File: src/rtl/vjtag_frame_parser.sv
// rtl/vjtag_frame_parser.sv - virtual-JTAG byte stream to checked 24-bit frame FIFO
module vjtag_frame_parser #(
    parameter logic [7:0] SYNC_BYTE  = 8'hA5,
    parameter int         FIFO_DEPTH = 4
) (
    input  logic        tck,
    input  logic        aclr,
    input  logic        udr,
    input  logic [7:0]  byte_in,
    output logic        frm_valid,
    input  logic        frm_ready,
    output logic [23:0] frm_data,
    output logic [7:0]  chk_err_cnt,
    output logic [7:0]  drop_cnt,
    output logic        busy
);
    localparam int AW = $clog2(FIFO_DEPTH);
    localparam logic [AW:0] PTR_ONE = 1;

    typedef enum logic [2:0] {IDLE, CMD, ADDR, DATA, CHK} state_t;

    state_t      state;
    logic        udr_q;
    logic        ev;
    logic        cap_vld;
    logic [7:0]  cap_byte;
    logic [7:0]  cmd;
    logic [7:0]  addr;
    logic [7:0]  data;
    logic [AW:0] wr_ptr;
    logic [AW:0] rd_ptr;
    logic [23:0] mem [FIFO_DEPTH];
    logic        empty;
    logic        full;
    logic        pop;
    logic        push;
    logic        frame_done;
    logic        chk_match;

    assign ev = udr_q & ~udr;

    // Byte is taken one cycle after the udr fall so upstream data has settled
    always_ff @(posedge tck or posedge aclr) begin
        if (aclr) begin
            udr_q    <= 1'b0;
            cap_vld  <= 1'b0;
            cap_byte <= 8'h00;
        end else begin
            udr_q   <= udr;
            cap_vld <= ev;
            if (ev) begin
                cap_byte <= byte_in;
            end
        end
    end

    assign empty      = (wr_ptr == rd_ptr);
    assign full       = (wr_ptr[AW] != rd_ptr[AW]) && (wr_ptr[AW-1:0] == rd_ptr[AW-1:0]);
    assign frm_valid  = ~empty;
    assign pop        = frm_valid & frm_ready;
    assign frame_done = cap_vld && (state == CHK);
    assign chk_match  = (cap_byte == (cmd ^ addr ^ data));
    // A pop in the same cycle frees a slot, so a full FIFO can still take the frame
    assign push       = frame_done && chk_match && (!full || pop);
    assign busy       = (state != IDLE);
    assign frm_data   = empty ? 24'h000000 : mem[rd_ptr[AW-1:0]];

    always_ff @(posedge tck or posedge aclr) begin
        if (aclr) begin
            state       <= IDLE;
            cmd         <= 8'h00;
            addr        <= 8'h00;
            data        <= 8'h00;
            wr_ptr      <= '0;
            rd_ptr      <= '0;
            chk_err_cnt <= 8'h00;
            drop_cnt    <= 8'h00;
        end else begin
            if (pop) begin
                rd_ptr <= rd_ptr + PTR_ONE;
            end
            if (push) begin
                wr_ptr <= wr_ptr + PTR_ONE;
            end
            if (cap_vld) begin
                case (state)
                    IDLE: begin
                        if (cap_byte == SYNC_BYTE) begin
                            state <= CMD;
                        end
                    end
                    CMD: begin
                        cmd   <= cap_byte;
                        state <= ADDR;
                    end
                    ADDR: begin
                        addr  <= cap_byte;
                        state <= DATA;
                    end
                    DATA: begin
                        data  <= cap_byte;
                        state <= CHK;
                    end
                    CHK: begin
                        state <= IDLE;
                        if (!chk_match) begin
                            if (chk_err_cnt != 8'hFF) begin
                                chk_err_cnt <= chk_err_cnt + 8'd1;
                            end
                        end else if (full && !pop) begin
                            if (drop_cnt != 8'hFF) begin
                                drop_cnt <= drop_cnt + 8'd1;
                            end
                        end
                    end
                    default: state <= IDLE;
                endcase
            end
        end
    end

    always_ff @(posedge tck) begin
        if (push) begin
            mem[wr_ptr[AW-1:0]] <= {cmd, addr, data};
        end
    end
endmodule

File: config.mk
export PLATFORM = sky130hd
export DESIGN_NAME = vjtag_frame_parser
export DESIGN_NICKNAME = d
export VERILOG_FILES = /design/src/rtl/vjtag_frame_parser.sv
export SDC_FILE = /design/constraint.sdc
export NUM_CORES = 1
export LEC_CHECK = 0
export CORE_MARGIN = 10
export CORE_UTILIZATION = 50
export CTS_CLUSTER_SIZE = 24
export DETAILED_ROUTE_END_ITERATION = 6
export DONT_BUFFER_PORTS = 1
export MAX_ROUTING_LAYER = met4
export PLACE_DENSITY_LB_ADDON = 0.15
export SKIP_CTS_REPAIR_TIMING = 1
export SYNTH_ARGS = -nofsm -noshare
export SYNTH_HDL_FRONTEND = slang
export SYNTH_SLANG_ARGS = --single-unit
File: constraint.sdc
create_clock -name tck -period 6.8 [get_ports tck]
set_input_delay 0.68 -clock tck [delete_from_list [all_inputs] [get_ports tck]]
set_output_delay 0.68 -clock tck [all_outputs]
set_load 0.05 [all_outputs]
==> results.yml <==
finish:
  nFillCells: 1007
  drive_above_1_share_pct: 27.3
  antenna_cells: 0
  fin_cells: 567
  area_growth_pct: 12.9
  final_core_utilization_pct: 57.9
  nets: 401
  design_area_um2: 7300
setup_path:
  crit_fanout: 27
  path_class: "reg2out"
  worstSetupEndpointType: "output port"
  crit_path_start_kind: "register"
  timing.critical_path.cells: "buf_4 > xor2_1 > nor3b_4 > inv_1"
  crit_slowest_cell: "nor3b_4"
  arrival_ps: 2870
  cp.required_ps: 6120
  cp_top_family: "buffers and inverters"
  critical-path-max-stage-delay_ps: 870
  path_buf_inv: 2
clock_network:
  htreeDepth: 4
  clk_path_buf_depth: 2
  cts_tree: "built"
  clk_latency_ps: 420
  cts_root_buffer: "clkbuf_16"
  numCtsBuffers: 17
  cts.sinks: 155
  path_clk_slew_ps: 60
yosys:
  synth_cells: 367
  synth_top_area_share_pct: 44.6
  syn-cell-area_um2: 6470
  synth_common_cells: "edfxtp_1, dfrtp_1, mux2_2, xnor2_1, nor2b_1"
  synth_area_leaders: "edfxtp_1, dfrtp_1, mux4_2"
  synth_seq_cells: 155
  yosys_warnings: 0
  synth_flop_cell: "edfxtp_1"
  async_reset_ff_share_pct: 38.1
  syn_area_per_cell_um2: 17.6
  syn-num-nets: 386
  synth.most_common_cell: "edfxtp_1"
  yosysSeqAreaShare_pct: 67.4
  synth_edf_count: 96
  yosysTopAreaCell: "edfxtp_1"
  yosysUniqueCellTypes: 43
sta:
  tightest_slew_ps: 1070
  period_share_pct: 52.2
  finClkSkew_ps: 7.71
  setup_viol: 0
  rsz0062_at_grt: "false"
  fin_crit_ps: 3550
  fin_setup_tns_ps: 0
  maxSlewHeadroom_pct: 28.6
  hold_viol_final: 0
  drv_slew: 0
  fmax_ghz: 0.281
detailed_routing:
  route.detailed.drc: 0
  vias_per_cell: 5.41
  ant_nets: 0
  post_drt_wl_per_cell_um: 20.3
  dr_total_vias: 3070
  dr.pass1.iters: 4
  finalWirelength_um: 11500
  drt-initial-drc-count: 169
place:
  numPortBuffers: 0
  dp_hpwl_um: 7150
  placed_cells: 535
  placed_area_um2: 6690
  place.gp.congestion: 0.722
run_status:
  status: "complete, no violations"
floorplanning:
  dieWidth_um: 134
  start_util_pct: 51.2
  die-area_um2: 17900
  die-height_um: 134
  boundaryPins: 54
  rows: 41
  core-area_um2: 12600
job:
  maxCapViolCount: 0
grt:
  antenna_found_initial: 0
  grt.total_usage_pct: 14.1
  grt_max_degree: 60
  grt_pass1_vias: 3372
  overflow: 0
  grt_pass1_wl_um: 18600
power:
  power.density_nw_per_um2: 451
  peakVddDrop_uv: 189
  leakagePower_nw: 2.70
  p_total_w: 0.00330
min_path:
  hold_path.class: "in2reg"
==> power breakdown <==
part           switching [W]  internal [W]  leakage (nW)
clock               0.000342      0.000632         0.298
sequential          0.000150       0.00116          1.61
combinational       0.000667      0.000347         0.791
==> cell families after synthesis <==
group,count (synthesis),share of synthesized area (%)
AOI/OAI and AO/OA,7,0.735
xor gates and xnor gates,45,6.33
adders and majority gates,7,1.35
buffers and inverters,18,1.28
DFF,155,67.4
muxes,60,14.6
and+or+nand+nor,75,8.28
==> sequential cells by signal, summed over array words and instances (netlist names) <==
signal / cells
addr: 8
cap_byte: 8
cap_vld: 1
chk_err_cnt: 8
cmd: 8
data: 8
drop_cnt: 8
mem: 96
rd_ptr: 3
state: 3
udr_q: 1
wr_ptr: 3
==> placed cells by master, fill, tap and decap left out, types with 2 or more instances in the layout <==
master,instances
nand3_1,9
xor2_1,13
and3_1,2
clkbuf_8,2
nand4_2,2
nor2b_1,25
clkinv_2,3
nand4_1,7
nor2_1,2
mux2_1,2
ha_1,7
edfxtp_1,96
buf_4,8
clkbuf_1,5
nor3_1,2
inv_1,5
bufinv_16,4
nor4_2,2
o21ai_0,3
mux4_2,24
nand2_1,6
dfrtp_1,59
mux2_2,34
clkbuf_16,17
xnor2_1,30
nor4bb_1,3
and2_1,3
==> path summary, 6_finish.rpt <==
path                                start         to  slack, ps  cells after the start
min in group asynchronous            aclr    cap_vld        380                      2
worst min-delay path                  udr      udr_q        290                      0
worst min register to register  rd_ptr[2]  rd_ptr[2]        500                      1
max in group asynchronous            aclr  wr_ptr[0]       5920                      2
worst max register to register  rd_ptr[0]  rd_ptr[1]       3620                      6
worst max-delay path            rd_ptr[0]  frm_valid       3250                      4
==> per-stage QoR <==
stage	hold slack, ps	worst slack (ps)
global route	268	2850
finish	291	3250
detailed placement	486	3380
CTS	272	2990
global placement	488	3500
floorplan	465	4230
==> layer usage <==
layer,up-vias,global-route usage [%],wire [µm]
met5,-,-,0
met4,0,5.99,185
met1,1549,16.3,4860
met2,82,21.4,5550
met3,19,5.90,939
li1,1420,-,-
==> cell type report <==
class | instances | area, µm² | share of cell area, %
sequential | 155 | 4360 | 59.7
clock inverter | 8 | 143 | 1.95
clock buffer | 24 | 472 | 6.46
inverter | 6 | 22.5 | 0.308
tap | 172 | 215 | 2.95
multi-input combinational | 194 | 2030 | 27.8
timing repair buffer | 8 | 60.1 | 0.822
Power figures use the tool's default switching activity.
